File: src/rtl/vpu_sequencer.sv
// Instruction sequencer for the systolic VPU: fetches 32-bit words from the
// instruction memory and turns them into one-cycle array strobes and dp_ram reads.
module vpu_sequencer #(
    parameter int          DATA_WIDTH     = 8,
    parameter int          MATRIX_SIZE    = 8,
    parameter int          ACC_ADDR_WIDTH = $clog2(MATRIX_SIZE * MATRIX_SIZE),
    parameter int          DP_ADDR_WIDTH  = 10,
    parameter int unsigned TOP_OFFSET     = 'h40,
    parameter int          INSTR_DEPTH    = 256,
    parameter int          PC_WIDTH       = $clog2(INSTR_DEPTH),
    parameter int          LOOP_WIDTH     = 8
) (
    input  logic                      clk,
    input  logic                      rst,
    input  logic                      step,
    input  logic                      run,
    input  logic                      halt,
    output logic [PC_WIDTH-1:0]       imem_addr,
    input  logic [31:0]               imem_data,
    output logic [DP_ADDR_WIDTH-1:0]  ram_addr_a,
    output logic [DP_ADDR_WIDTH-1:0]  ram_addr_b,
    input  logic [DATA_WIDTH-1:0]     ram_dout_a,
    input  logic [DATA_WIDTH-1:0]     ram_dout_b,
    output logic                      load_en_left,
    output logic                      load_en_top,
    output logic [DATA_WIDTH-1:0]     data_in_left,
    output logic [DATA_WIDTH-1:0]     data_in_top,
    output logic                      swap_left,
    output logic                      swap_top,
    output logic                      shift_right,
    output logic                      shift_down,
    output logic                      acc_en,
    output logic                      acc_rd_en,
    output logic [ACC_ADDR_WIDTH-1:0] addr_acc,
    output logic                      acc_rst,
    output logic                      buffer_rst,
    output logic [PC_WIDTH-1:0]       pc_out,
    output logic [31:0]               instr_out,
    output logic [2:0]                state_out,
    output logic                      running,
    output logic                      done
);

    typedef enum logic [2:0] {
        S_IDLE    = 3'd0,
        S_FETCH   = 3'd1,
        S_EXEC    = 3'd2,
        S_LCOMMIT = 3'd3,
        S_WAIT    = 3'd4,
        S_DONE    = 3'd5
    } state_t;

    state_t                    state_q, state_d;
    logic [PC_WIDTH-1:0]       pc_q, pc_d;
    logic [LOOP_WIDTH-1:0]     loop_q, loop_d;
    logic [12:0]               wait_q, wait_d;
    logic [31:0]               instr_q, instr_d;
    logic                      running_q, running_d;
    logic                      done_q, done_d;
    logic                      ld_left_q, ld_left_d;
    logic                      ld_top_q, ld_top_d;
    logic [DATA_WIDTH-1:0]     din_left_q, din_left_d;
    logic [DATA_WIDTH-1:0]     din_top_q, din_top_d;
    logic                      swap_left_q, swap_left_d;
    logic                      swap_top_q, swap_top_d;
    logic                      shift_right_q, shift_right_d;
    logic                      shift_down_q, shift_down_d;
    logic                      acc_en_q, acc_en_d;
    logic                      acc_rd_q, acc_rd_d;
    logic [ACC_ADDR_WIDTH-1:0] addr_acc_q, addr_acc_d;
    logic                      clr_q, clr_d;
    logic [DP_ADDR_WIDTH-1:0]  raddr_a_q, raddr_a_d;
    logic [DP_ADDR_WIDTH-1:0]  raddr_b_q, raddr_b_d;

    // Decode of the word arriving on imem_data (meaningful only in EXEC)
    logic [12:0]              ex_addr;
    logic                     ex_imm, ex_loop, ex_setloop, ex_halt;
    logic                     ex_ram_a, ex_ram_b;
    logic [DP_ADDR_WIDTH-1:0] ex_addr_a, ex_addr_b;
    logic [PC_WIDTH-1:0]      pc_inc;
    logic                     boundary, bnd_halt;
    logic                     unused_bits;

    assign ex_addr    = imem_data[12:0];
    assign ex_imm     = imem_data[13];
    assign ex_loop    = imem_data[14];
    assign ex_setloop = imem_data[15];
    assign ex_halt    = imem_data[17];
    assign ex_ram_a   = imem_data[31] & ~ex_imm;
    assign ex_ram_b   = imem_data[30] & ~ex_imm;
    assign ex_addr_a  = DP_ADDR_WIDTH'(ex_addr);
    assign ex_addr_b  = (ex_ram_a & ex_ram_b) ? ex_addr_a + DP_ADDR_WIDTH'(TOP_OFFSET)
                                              : ex_addr_a;
    assign pc_inc     = (pc_q == PC_WIDTH'(INSTR_DEPTH - 1)) ? '0 : pc_q + PC_WIDTH'(1);
    assign unused_bits = ^{imem_data[19:16], instr_q};

    always_comb begin
        state_d       = state_q;
        pc_d          = pc_q;
        loop_d        = loop_q;
        wait_d        = wait_q;
        instr_d       = instr_q;
        running_d     = running_q;
        done_d        = done_q;
        ld_left_d     = 1'b0;
        ld_top_d      = 1'b0;
        din_left_d    = din_left_q;
        din_top_d     = din_top_q;
        swap_left_d   = 1'b0;
        swap_top_d    = 1'b0;
        shift_right_d = 1'b0;
        shift_down_d  = 1'b0;
        acc_en_d      = 1'b0;
        acc_rd_d      = 1'b0;
        addr_acc_d    = addr_acc_q;
        clr_d         = 1'b0;
        raddr_a_d     = raddr_a_q;
        raddr_b_d     = raddr_b_q;
        boundary      = 1'b0;
        bnd_halt      = 1'b0;

        case (state_q)
            S_IDLE: begin
                if (run) begin
                    running_d = 1'b1;
                    state_d   = S_FETCH;
                end else if (step) begin
                    running_d = 1'b0;
                    state_d   = S_FETCH;
                end
            end
            S_FETCH: state_d = S_EXEC;
            S_EXEC: begin
                instr_d       = imem_data;
                swap_left_d   = imem_data[29];
                swap_top_d    = imem_data[28];
                shift_right_d = imem_data[27];
                shift_down_d  = imem_data[26];
                acc_en_d      = imem_data[25];
                acc_rd_d      = imem_data[24];
                clr_d         = imem_data[21];
                if (imem_data[25] | imem_data[24])
                    addr_acc_d = ACC_ADDR_WIDTH'(ex_addr);
                if (ex_imm && imem_data[31]) begin
                    ld_left_d  = 1'b1;
                    din_left_d = DATA_WIDTH'(ex_addr);
                end
                if (ex_imm && imem_data[30]) begin
                    ld_top_d  = 1'b1;
                    din_top_d = DATA_WIDTH'(ex_addr);
                end
                if (ex_ram_a) raddr_a_d = ex_addr_a;
                if (ex_ram_b) raddr_b_d = ex_addr_b;

                // Loop test uses the counter value before this instruction; SET_LOOP wins the write
                if (imem_data[22] && !ex_loop) begin
                    pc_d = PC_WIDTH'(ex_addr);
                end else if (imem_data[22] && loop_q != '0) begin
                    loop_d = loop_q - LOOP_WIDTH'(1);
                    pc_d   = PC_WIDTH'(ex_addr);
                end else begin
                    pc_d = pc_inc;
                end
                if (ex_setloop) loop_d = LOOP_WIDTH'(ex_addr);

                if (ex_ram_a | ex_ram_b) begin
                    state_d = S_LCOMMIT;
                end else if (imem_data[23] && ex_addr != '0) begin
                    wait_d  = ex_addr;
                    state_d = S_WAIT;
                end else begin
                    boundary = 1'b1;
                    bnd_halt = ex_halt;
                end
            end
            S_LCOMMIT: begin
                ld_left_d = instr_q[31];
                ld_top_d  = instr_q[30];
                if (instr_q[31]) din_left_d = ram_dout_a;
                if (instr_q[30]) din_top_d  = ram_dout_b;
                if (instr_q[23] && instr_q[12:0] != '0) begin
                    wait_d  = instr_q[12:0];
                    state_d = S_WAIT;
                end else begin
                    boundary = 1'b1;
                    bnd_halt = instr_q[17];
                end
            end
            S_WAIT: begin
                if (wait_q <= 13'd1) begin
                    boundary = 1'b1;
                    bnd_halt = instr_q[17];
                end else begin
                    wait_d = wait_q - 13'd1;
                end
            end
            S_DONE:  state_d = S_DONE;
            default: state_d = S_IDLE;
        endcase

        if (boundary) begin
            if (bnd_halt) begin
                state_d   = S_DONE;
                done_d    = 1'b1;
                running_d = 1'b0;
            end else if (running_q && !halt) begin
                state_d = S_FETCH;
            end else begin
                state_d   = S_IDLE;
                running_d = 1'b0;
            end
        end
    end

    always_ff @(posedge clk or posedge rst) begin
        if (rst) begin
            state_q       <= S_IDLE;
            pc_q          <= '0;
            loop_q        <= '0;
            wait_q        <= '0;
            instr_q       <= '0;
            running_q     <= 1'b0;
            done_q        <= 1'b0;
            ld_left_q     <= 1'b0;
            ld_top_q      <= 1'b0;
            din_left_q    <= '0;
            din_top_q     <= '0;
            swap_left_q   <= 1'b0;
            swap_top_q    <= 1'b0;
            shift_right_q <= 1'b0;
            shift_down_q  <= 1'b0;
            acc_en_q      <= 1'b0;
            acc_rd_q      <= 1'b0;
            addr_acc_q    <= '0;
            clr_q         <= 1'b0;
            raddr_a_q     <= '0;
            raddr_b_q     <= '0;
        end else begin
            state_q       <= state_d;
            pc_q          <= pc_d;
            loop_q        <= loop_d;
            wait_q        <= wait_d;
            instr_q       <= instr_d;
            running_q     <= running_d;
            done_q        <= done_d;
            ld_left_q     <= ld_left_d;
            ld_top_q      <= ld_top_d;
            din_left_q    <= din_left_d;
            din_top_q     <= din_top_d;
            swap_left_q   <= swap_left_d;
            swap_top_q    <= swap_top_d;
            shift_right_q <= shift_right_d;
            shift_down_q  <= shift_down_d;
            acc_en_q      <= acc_en_d;
            acc_rd_q      <= acc_rd_d;
            addr_acc_q    <= addr_acc_d;
            clr_q         <= clr_d;
            raddr_a_q     <= raddr_a_d;
            raddr_b_q     <= raddr_b_d;
        end
    end

    // Read address is presented during EXEC so dp_ram data lands in LOAD_COMMIT; the register holds it after
    assign ram_addr_a   = (state_q == S_EXEC && ex_ram_a) ? ex_addr_a : raddr_a_q;
    assign ram_addr_b   = (state_q == S_EXEC && ex_ram_b) ? ex_addr_b : raddr_b_q;
    assign imem_addr    = pc_q;
    assign load_en_left = ld_left_q;
    assign load_en_top  = ld_top_q;
    assign data_in_left = din_left_q;
    assign data_in_top  = din_top_q;
    assign swap_left    = swap_left_q;
    assign swap_top     = swap_top_q;
    assign shift_right  = shift_right_q;
    assign shift_down   = shift_down_q;
    assign acc_en       = acc_en_q;
    assign acc_rd_en    = acc_rd_q;
    assign addr_acc     = addr_acc_q;
    assign acc_rst      = clr_q;
    assign buffer_rst   = clr_q;
    assign pc_out       = pc_q;
    assign instr_out    = instr_q;
    assign state_out    = state_q;
    assign running      = running_q;
    assign done         = done_q;

endmodule

File: config.mk
export PLATFORM = sky130hd
export DESIGN_NAME = vpu_sequencer
export DESIGN_NICKNAME = d
export VERILOG_FILES = /design/src/rtl/vpu_sequencer.sv
export SDC_FILE = /design/constraint.sdc
export NUM_CORES = 1
export LEC_CHECK = 0
export CAP_MARGIN = 20
export CORE_MARGIN = 4
export CORE_UTILIZATION = 53
export DETAILED_ROUTE_END_ITERATION = 8
export PLACE_DENSITY_LB_ADDON = 0.2
export SLEW_MARGIN = 20
export SYNTH_ARGS = -nofsm -noshare
export SYNTH_HDL_FRONTEND = slang
export SYNTH_SLANG_ARGS = --single-unit
File: constraint.sdc
create_clock -name clk -period 6.7 [get_ports clk]
set_clock_uncertainty 0.2 [all_clocks]
set_input_delay 0.67 -clock clk [delete_from_list [all_inputs] [get_ports clk]]
set_output_delay 0.67 -clock clk [all_outputs]
set_load 0.01 [all_outputs]
* After elaboration in Yosys (flattened, before gate mapping)
Index checks and enable logic that the tools add are counted. Widths: inputs -> output; s select.
Cells by class: bitwise gates (word level) 6, reductions and logical operators 27, mux-type cells 56, $lt $le $gt $ge 1, equality and inequality tests 19, $add $sub $neg 4
Operator list (number):
- $mux 8 | 10
- $mux 13 | 4
- $pmux 13 s3 | 1
- $pmux 8 s2 | 2
- $mux 10 | 3
- $reduce_bool 13->1 | 2
- $mux 1 | 24
- $mux 3 | 7
- $ne 2x2->1 const B | 10
- $pmux 3 s6 | 1
- $le 13x1->1 const B | 1
- $sub 13x1->13 const B | 1
- $add 10x7->10 const B | 1
- $logic_and 1x1->1 | 9
- $reduce_and 3->1 | 3
- $add 8x1->8 const B | 1
- $eq 8x8->1 const B | 1
- $ne 4x4->1 const B | 2
- $reduce_and 2->1 | 4
- $reduce_bool 8->1 | 1
- $sub 8x1->8 const B | 1
- $eq 3x2->1 const B | 2
- $eq 3x3->1 const B | 2
- $pmux 1 s3 | 2
- 12 further kinds | 18
Storage, ports and cells: register bits after elaboration 117

* Logic depth before layout (Yosys ltp)
Gate-level depths: netlist of run 1.
depth in word-level cells 7, gate-level depth with buffers 8, depth with buffers taken out 7

* Least setup slack after synthesis of run 1
No wires, ideal clock.
path kind register to output, start point reg state_q[0], in the netlist state_out[0], end point out ram_addr_b[7], cell stages (with the launch flop) 8, path slack 4089 ps, arrival 1741 ps, cell sequence dfrtp_1 > buf_6 > or3b_1 > buf_6 > nor2_8 > nand2_2 > buf_6 > o21ai_0
On the way: cells in the longest elaborated chain, start to end 3
RTL lines:
- from (decl) | line 53 | state_t state_q, state_d;
- from (signal assigned) | line 239 | state_q <= state_d;
- $eq 3x2->1 | line 265 | assign ram_addr_b = (state_q == S_EXEC && ex_ram_b) ? ex_addr_b : raddr_b_q;
- $logic_and 1x1->1 | line 265
- $mux 10 | line 265
- to (decl) | line 21 | output logic [DP_ADDR_WIDTH-1:0] ram_addr_b,
Every way passes these cells.

* Worst setup path in the final report of run 1
start point reg state_q[2], in the netlist state_out[2], end point out ram_addr_a[6]
On the way: cells in the longest elaborated chain, start to end 3
RTL lines:
- $eq 3x2->1 | line 264 | assign ram_addr_a = (state_q == S_EXEC && ex_ram_a) ? ex_addr_a : raddr_a_q;
- $logic_and 1x1->1 | line 264
- $mux 10 | line 264
- to (decl) | line 20 | output logic [DP_ADDR_WIDTH-1:0] ram_addr_a,
Every way passes these cells.

==> metrics.md, run 1 <==
| Metric | Value |
|---|---|
| Cells after synthesis | `586` |
| Kind of critical path | `register to output pin` |
| Final setup margin | `2.89 ns` |
| Critical path's top delay family | `simple AND/OR/NAND/NOR gates` |
| Die height | `113 microns` |
| Post-CTS resize count | `0` |
| Buf/Inv on CP | `1` |
| Initial antenna violation count | `0` |
| Syn nets | `646` |
| Setup TNS | `0 ns` |
| Slew of the pin with the lowest slew margin | `0.877 ns` |
| First-pass GRT wire length | `27.2 mm` |
| Run status | `completed` |
| IO Port Bufs | `157` |
| Cell Pwr Density | `511 nW/um^2` |
| Top cell type's share of synthesized area | `0.501` |
| Rel. slew slack | `0.413` |
| Worst VDD drop | `245 uV` |
| Cell variety after synth | `72` |
| # DRC | `0` |
| Iteration-0 DRC Markers | `432` |
| Max Clk Rate | `262 MHz` |
| RePlAce Congestion | `0.899` |
| Die width | `113 microns` |
| Cts-stage hold buffer count | `0` |
| Synth Cell Area | `5850 sq um` |
| Main synth FF type | `dfrtp_1` |
| CTS tree | `done` |
| Slew Viols, Final | `0` |
| ANT nets after route | `0` |
| Syn Area/Cell | `9.98 sq um` |
| Initial core utilization | `0.539` |
| Final period util | `0.569` |
| Vias in the first global route | `5,180` |
| CP max FO | `13` |
| WL per Instance | `19.4 microns` |
| CTS root buffer | `clkbuf_8` |
| Vias per cell | `5.82` |
| FF+latch count, synth | `117` |
| Area growth syn-to-layout | `36.2%` |
| Synth top area cells | `dfrtp_1 50%, nand2_1 7.2%, o21ai_0 3.3%` |
| Lkg Pwr | `0.00354 uW` |
| H-tree levels | `4` |
| Minimum clock period | `3.81 ns` |
| NumNets Final | `780` |
| Maximum clock insertion buffer count | `2` |
| CP arrival | `2.94 ns` |
| Number of iterations in the first detailed-routing pass | `5` |
| Post-synth ARST share | `1.00` |
| Worst Hold Class | `register to register` |
| Synth warn | `0` |
| Row count | `38` |
| Post-DP HPWL | `11.5 mm` |
| Antenna Cells | `0` |
| I/O pin count | `158` |
| Die area | `12,800 sq um` |
| Cell taking the most area after synthesis | `dfrtp_1` |
| Clock latency on the worst-skew pair | `0.53 ns` |
| Num CTS Buffers | `17` |
| Grt ovf | `0` |
| Fin. Hold Viols | `0` |
| Sequential element share of the synthesized area | `0.501` |
| Req. time, crit path | `5.83 ns` |
| Layout cells sized above 1 | `0.109` |
| RSZ-0062 raised after global routing | `false` |
| Worst path slowest cell | `clkdlybuf4s50_1` |
| Endpoints failing setup | `0` |
| Clock sinks | `117` |
| Startpoint Class | `register` |
| CP max stage delay | `0.63 ns` |
| Total Wirelength | `17.0 mm` |
| Pwr Total | `4060 uW` |
| Post-synth EDFFs | `0` |
| Commonest non-fill, non-tap cell in the layout | `clkdlybuf4s50_1` |
| Critical path capture point type | `output pin` |
| GRT Util Overall | `0.273` |
| Most frequent cells in the layout | `157 x clkdlybuf4s50_1, 117 x dfrtp_1, 112 x nand2_1` |
| Largest net degree at the start of global routing | `65` |
| Clk slew on worst S/H paths | `0.06 ns` |
| Setup Buffers After CTS | `0` |
| Vias | `5,079` |
| Max-Cap Viols | `0` |
| Core Area | `10,800 sq um` |
| CP Cell Sequence | `or3b_1 -> nor2_8 -> nand2_2 -> o21ai_0 -> clkdlybuf4s50_1` |
| Dpl ws | `3.05 ns` |
[logic make-up (layout without fill, tap and decap cells)]
logic type | Yosys count | after routing | synth area share
adder cells (fa/ha/maj) | 7 | 7 | 0.0150
XOR/XNOR | 5 | 5 | 0.00749
AO/OA/AOI/OAI | 145 | 145 | 0.170
flip-flops | 117 | 117 | 0.501
AND/OR/NAND/NOR | 216 | 216 | 0.183
buffers and inverters | 67 | 214 | 0.0631
multiplexers | 29 | 29 | 0.0612
[area by class of cell]
class	count	area, sq um
flip-flops and latches	117	2930
repair buffers	161	1600
multi-input cells	402	2560
inverters	21	81.3
clock inverters	14	201
clock buffers	18	418
well taps	140	175
fillers	784	2880
[layer usage]
metal	vias up	wire length, microns	GRT usage
li1	2347	-	-
met1	2456	6700	0.356
met2	243	8480	0.447
met3	33	1390	0.0668
met4	0	398	0.0921
met5	-	0	0
[stage by stage]
| stage | cells | hold slack, ns | util | area, sq um |
|---|---|---|---|---|
| after floorplan | 586 | 0.258 | - | 5850 |
| after detailed placement | 841 | 0.259 | 0.677 | 7340 |
| after global routing | 873 | 0.297 | 0.734 | 7960 |
| final | 873 | 0.274 | 0.734 | 7960 |
| after CTS | 873 | 0.273 | 0.734 | 7960 |
| after global placement | 841 | 0.254 | 0.677 | 7340 |
[state kept, by name, summed over array words and instances, names as in the netlist, 3 cells and up]
signal	cells
state_out	3
data_in_left	8
addr_acc	6
imem_addr	8
wait_q	13
raddr_b_q	10
raddr_a_q	10
instr_out	32
data_in_top	8
loop_q	8
[worst paths after layout]
kind	from	slack [ns]	end	cells past startpoint
max in group asynchronous	rst	4.61	data_in_left[0]	3
min in group asynchronous	rst	0.39	data_in_top[0]	2
hold reg to reg	instr_out[19]	0.27	instr_out[19]	2
setup / recovery	state_out[2]	2.89	ram_addr_a[6]	5
setup reg to reg	state_out[2]	3.93	wait_q[2]	5
hold / removal	instr_out[19]	0.27	instr_out[19]	2
[where the power goes]
group          internal [uW]  switching [uW]
Sequential              1030             293
Clock                    609             342
Combinational            918             873
Total                   2560            1510
[synthesized netlist by cell type, types with 8 or more instances]
cell	count
a21o_1	9
a21oi_1	34
a221oi_1	8
buf_2	13
buf_4	13
clkbuf_1	11
dfrtp_1	117
inv_1	21
mux2_2	13
mux2_4	10
nand2_1	112
nand4_1	14
nor2_1	27
nor3_1	14
o21ai_0	39
o2bb2ai_1	9
[worst min-delay path: stages, from the launching register on]
cell,delay (ns)
dfrtp_1,0.34
nand2_1,0.05
nand2_1,0.06
No activity file was read; power rests on OpenSTA's default activity.
==> run 2, diff against run 1 <==
--- a/config.mk
+++ b/config.mk
@@ -7,7 +7,7 @@
 export LEC_CHECK = 0
 export CAP_MARGIN = 20
 export CORE_MARGIN = 4
-export CORE_UTILIZATION = 53
+export CORE_UTILIZATION = 49
 export DETAILED_ROUTE_END_ITERATION = 8
 export PLACE_DENSITY_LB_ADDON = 0.2
 export SLEW_MARGIN = 20
==> constraint.sdc (replaced) <==
create_clock -name clk -period 3.7 [get_ports clk]
set_clock_uncertainty 0.2 [all_clocks]
set_input_delay 0.37 -clock clk [delete_from_list [all_inputs] [get_ports clk]]
set_output_delay 0.37 -clock clk [all_outputs]
set_load 0.01 [all_outputs]
==> metrics.md, run 2 (same netlist as run 1, synthesis figures left out) <==
| Metric | Value |
|---|---|
| Antenna Cells | `0` |
| Grt ovf | `0` |
| RSZ-0062 raised after global routing | `false` |
| Worst Hold Class | `primary input to async pin` |
| Commonest non-fill, non-tap cell in the layout | `clkdlybuf4s50_1` |
| ANT nets after route | `0` |
| Met2 routed wirelength | `8.54 mm` |
| Top Metal Used | `met4` |
| I/O pin count | `158` |
| Minimum clock period | `3.42 ns` |
| First-pass GRT wire length | `27.6 mm` |
| Vias | `5,124` |
| Startpoint Class | `register` |
| CP arrival | `2.85 ns` |
| # DRC | `0` |
| Total Wirelength | `17.4 mm` |
| Number of iterations in the first detailed-routing pass | `5` |
| Initial core utilization | `0.506` |
| R2r worst-path depth | `5` |
| Row count | `39` |
| RePlAce Congestion | `0.912` |
| Vias per cell | `5.76` |
| Power share of the sequential group | `0.318` |
| Run status | `completed` |
| Core Area | `11,600 sq um` |
| Clk slew on worst S/H paths | `0.05 ns` |
| Cts-stage hold buffer count | `0` |
| Cell Pwr Density | `926 nW/um^2` |
| CP max FO | `13` |
| Max reg flops | `32` |
| Routed met3 length | `1.26 mm` |
| Routed met1 length | `7.22 mm` |
| Kind of critical path | `register to output pin` |
| Setup Buffers After CTS | `0` |
| Setup TNS | `0 ns` |
| Rel. slew slack | `0.390` |
| Comb pwr share | `0.443` |
| Sw frac | `0.361` |
| Vias in the first global route | `5,128` |
| Req. time, crit path | `3.13 ns` |
| Internal | `4790 uW` |
| CTS tree | `done` |
| Critical path capture point type | `output pin` |
| Area growth syn-to-layout | `38.5%` |
| Maximum clock insertion buffer count | `2` |
| Fin. Hold Viols | `0` |
| Slew Viols, Final | `0` |
| Pwr Total | `7500 uW` |
| IO Port Bufs | `157` |
| Endpoints failing setup | `0` |
| Max-Cap Viols | `0` |
| Initial antenna violation count | `0` |
| Largest net degree at the start of global routing | `86` |
| Num CTS Buffers | `17` |
| Post-CTS resize count | `0` |
| Reg-to-reg startpoint | `state_out[2]` |
| Post-DP HPWL | `12.3 mm` |
| H-tree levels | `4` |
| Die height | `117 microns` |
| CTS root buffer | `clkbuf_16` |
| Iteration-0 DRC Markers | `414` |
| Layout cells sized above 1 | `0.119` |
| Die width | `117 microns` |
| GRT Util Overall | `0.266` |
| Net switching power | `2710 uW` |
| R2r endpoint | `wait_q[2]` |
| Die area | `13,700 sq um` |
| NumNets Final | `793` |
| Worst VDD drop | `503 uV` |
| Clk pwr share | `0.239` |
| Final period util | `0.924` |
| Clock sinks | `117` |
| WL per Instance | `19.6 microns` |
| Fillers | `838` |
| Clock latency on the worst-skew pair | `0.42 ns` |
| Lkg Pwr | `0.00362 uW` |
| Slew of the pin with the lowest slew margin | `0.912 ns` |
| Most frequent cells in the layout | `157 x clkdlybuf4s50_1, 117 x dfrtp_1, 112 x nand2_1` |
| R2R Setup Slk | `0.95 ns` |
| Max Clk Rate | `292 MHz` |
-- run 2: cell types whose count changed in the layout (fill, tap and decap cells not counted), sizes merged --
cell / change
bufinv: +1
clkinvlp: -1
inv: -3
clkbuf: +6
clkinv: -3
buf: +13
-- run 2: area by class of cell --
cell class | count | area (sq um) | area share
flip-flops and latches | 117 | 2930 | 0.362
multi-input cells | 402 | 2560 | 0.316
repair buffers | 174 | 1710 | 0.211
clock buffers | 24 | 472 | 0.0582
well taps | 143 | 179 | 0.0221
clock inverters | 8 | 171 | 0.0212
inverters | 21 | 81.3 | 0.0100
-- run 2: worst max-delay path by stage --
stage / from / endpoint / slack (ns) / cells past startpoint
6_report: state_out[2] / ram_addr_b[9] / 0.28 / 5
5_1_grt: state_out[2] / ram_addr_a[6] / 0.18 / 5
4_1_cts: state_out[2] / ram_addr_a[6] / 0.26 / 5
3_5_place_dp: imem_data[7] / wait_q[2] / 0.64 / 8
3_3_place_gp: imem_data[13] / ram_addr_b[9] / 0.68 / 7
2_1_floorplan: rst / acc_en / 0.03 / 1
-- run 2: critical path, cell delays in order, from the launching register on --
cell and delay (ns):
dfrtp_1 0.54, or3b_1 0.54, nor2_8 0.13, nand2_2 0.20, o21ai_0 0.40, clkdlybuf4s50_1 0.61
-- run 2: power groups by stage --
| stage | Combinational (uW) | Clock (uW) | Sequential (uW) |
|---|---|---|---|
| after detailed placement | 3300 | 0 | 2380 |
| after CTS | 3330 | 1820 | 2370 |
| after floorplan | 1760 | 0 | 2410 |
| after global placement | 3260 | 0 | 2360 |
| final | 3320 | 1790 | 2380 |
| after global routing | 3610 | 1880 | 2460 |
-- run 2: routing by layer --
layer	global-route usage	vias up
met4	0.107	0
met2	0.426	238
met5	0	-
met3	0.0653	33
li1	-	2369
met1	0.349	2484
-- run 2: per-stage QoR --
stage	setup slack [ns]	cells	utilization	instance area [sq um]	hold slack [ns]
global placement	0.677	857	0.645	7460	0.260
finish	0.281	889	0.700	8100	0.113
CTS	0.257	889	0.700	8100	0.117
global route	0.181	889	0.700	8100	0.136
detailed placement	0.638	857	0.645	7460	0.265
floorplan	0.0292	586	-	5850	0.258
==> run 3, diff against run 2 <==
--- a/config.mk
+++ b/config.mk
@@ -5,9 +5,10 @@
 export SDC_FILE = /design/constraint.sdc
 export NUM_CORES = 1
 export LEC_CHECK = 0
+export ABC_AREA = 1
 export CAP_MARGIN = 20
 export CORE_MARGIN = 4
-export CORE_UTILIZATION = 49
+export CORE_UTILIZATION = 48
 export DETAILED_ROUTE_END_ITERATION = 8
 export PLACE_DENSITY_LB_ADDON = 0.2
 export SLEW_MARGIN = 20
==> metrics.md, run 3 <==
| Metric | Value |
|---|---|
| Vias | `5,473` |
| Met3 Usage GRT | `0.0855` |
| Cell variety after synth | `32` |
| Clock latency on the worst-skew pair | `0.42 ns` |
| Die area | `13,600 sq um` |
| Max-Cap Viols | `0` |
| Num CTS Buffers | `17` |
| GRT Util Overall | `0.261` |
| Row count | `39` |
| Post-route insts no fill | `1,017` |
| Total Wirelength | `17.1 mm` |
| Vias per cell | `5.38` |
| Most frequent cells in the layout | `209 x nand2_1, 157 x clkdlybuf4s50_1, 117 x dfrtp_1` |
| Mux contribution to synthesized area | `0` |
| Run status | `completed` |
| Antenna Cells | `0` |
| Max reg flops | `32` |
| Final period util | `0.836` |
| Critical path's top delay family | `buffers and inverters` |
| CP Cell Sequence | `nor3_4 -> inv_2 -> nor2_1 -> inv_1 -> o21ai_0 -> clkdlybuf4s50_1` |
| Final setup margin | `0.607 ns` |
| Minimum clock period | `3.09 ns` |
| Post-synth ARST share | `1.00` |
| Setup Buffers After CTS | `0` |
| Area growth syn-to-layout | `39.3%` |
| # DRC | `0` |
| Synth warn | `0` |
| Inst Count DP | `985` |
| Rel. slew slack | `0.475` |
| Slew Viols, Final | `0` |
| Startpoint Class | `register` |
| Slew of the pin with the lowest slew margin | `0.783 ns` |
| Cts-stage hold buffer count | `0` |
| Syn Area/Cell | `7.93 sq um` |
| Clk slew on worst S/H paths | `0.05 ns` |
| Sequential element share of the synthesized area | `0.518` |
| Met2 Use GR | `0.405` |
| WL per Instance | `16.8 microns` |
| Largest net degree at the start of global routing | `69` |
| Largest family of logic cells by synthesized area | `simple AND/OR/NAND/NOR gates` |
| Post-Synth Adder-Cell Area | `0.0155` |
| Kind of critical path | `register to output pin` |
| Initial core utilization | `0.493` |
| Synth top area cells | `dfrtp_1 52%, nand2_1 14%, o21ai_0 8.4%` |
| Grt ovf | `0` |
| CTS root buffer | `clkbuf_16` |
| Fin. Hold Viols | `0` |
| Lkg Pwr | `0.00368 uW` |
| Max Clk Rate | `323 MHz` |
| Setup TNS | `0 ns` |
| NumNets Final | `921` |
| Cells after synthesis | `713` |
| Hold_ws | `0.196 ns` |
| Seq. cell area | `2930 sq um` |
| Worst Hold Class | `primary input to async pin` |
| R2r worst-path depth | `9` |
| Cell taking the most area after synthesis | `dfrtp_1` |
| Post-DP HPWL | `11.8 mm` |
| RSZ-0062 raised after global routing | `false` |
| Synth cell count leaders | `209 x nand2_1, 117 x dfrtp_1, 95 x o21ai_0` |
| Simple-Gate Fraction of Synth Area | `0.234` |
| CP max stage delay | `0.60 ns` |
| Maximum clock insertion buffer count | `2` |
| Die height | `117 microns` |
| Top cell type's share of synthesized area | `0.518` |
| Iteration-0 DRC Markers | `380` |
| CTS tree | `done` |
| Worst path depth | `6` |
| First-pass GRT wire length | `27.3 mm` |
| Worst VDD drop | `559 uV` |
| Compound-cell area share of the yosys netlist | `0.146` |
| Core Area | `11,500 sq um` |
| Syn nets | `773` |
| Top-count cell post-synth | `nand2_1` |
| Fillers | `920` |
| H-tree levels | `4` |
| Clock sinks | `117` |
| Vias in the first global route | `5,479` |
| Req. time, crit path | `3.13 ns` |
| Post-CTS resize count | `0` |
| CP arrival | `2.52 ns` |
| FF+latch count, synth | `117` |
| Commonest non-fill, non-tap cell in the layout | `nand2_1` |
| Dpl ws | `0.689 ns` |
| Worst path slowest cell | `clkdlybuf4s50_1` |
| Die width | `117 microns` |
| Critical path capture point type | `output pin` |
| RePlAce Congestion | `0.908` |
| Xor-xnor portion of the synthesized cell area | `0.00930` |
| I/O pin count | `158` |
| Synth Cell Area | `5650 sq um` |
| ANT nets after route | `0` |
| Met1 usage | `0.341` |
| Buf/Inv on CP | `3` |
| Endpoints failing setup | `0` |
| Cell Pwr Density | `907 nW/um^2` |
| Number of iterations in the first detailed-routing pass | `5` |
| Initial antenna violation count | `0` |
| Util after Layout | `0.687` |
| Main synth FF type | `dfrtp_1` |
| Layout cells sized above 1 | `0.0561` |
| IO Port Bufs | `157` |
| CP max FO | `20` |
| Area of the multi-input gates | `2290 sq um` |
| GRT busiest layer | `met2` |
| Post-synth EDFFs | `0` |
## run 3: cell count changes after synthesis, sizes merged, moves of 8 or more
cell	delta
inv	+54
nand3	+16
a31oi	+13
a21oi	-22
o21ai	+54
a21o	-8
buf	-20
a221oi	-8
nor2	+47
nor4	-8
nand2	+96
o2bb2ai	-9
mux2	-24
## run 3: metal layers
metal / vias to the layer above / routed length [microns] / part of all wire
met1: 2618 / 7250 / 0.42
li1: 2610 / - / -
met3: 34 / 1310 / 0.077
met5: - / 0 / 0
met4: 0 / 366 / 0.021
met2: 211 / 8180 / 0.48
## run 3: worst paths after layout
path / startpoint / to / slack (ns)
min in group clk: done / done / 0.27
max in group asynchronous: rst / load_en_top / 2.30
worst max-delay path: state_out[2] / ram_addr_b[6] / 0.61
worst min register to register: done / done / 0.27
worst min-delay path: rst / instr_out[18] / 0.20
worst max register to register: state_out[2] / wait_q[12] / 0.89
## run 3: report_power, final
group	switching, uW	internal, uW
registers	461	1890
clock network	624	1010
logic	1650	1500
total	2740	4400
## run 3: cell type report
class / instances / share of cell area
clock buffers: 18 / 0.0558
clock inverters: 14 / 0.0191
inverters: 75 / 0.0361
multi-input cells: 490 / 0.291
flip-flops and latches: 117 / 0.372
well taps: 143 / 0.0227
repair buffers: 160 / 0.204
## run 3: stage by stage
stage	total power (uW)	area, sq um
2_1_floorplan	3940	5650
3_3_place_gp	5370	7290
3_5_place_dp	5480	7290
4_1_cts	7170	7880
5_1_grt	7650	7880
6_report	7140	7880
## run 3: cells by family (layout without fill, tap and decap cells)
family,after synthesis,count (layout)
and+or+nand+nor,328,328
xor gates and xnor gates,6,6
AOI/OAI and AO/OA,149,149
buffers and inverters,106,267
adders and majority gates,7,7
DFF,117,117
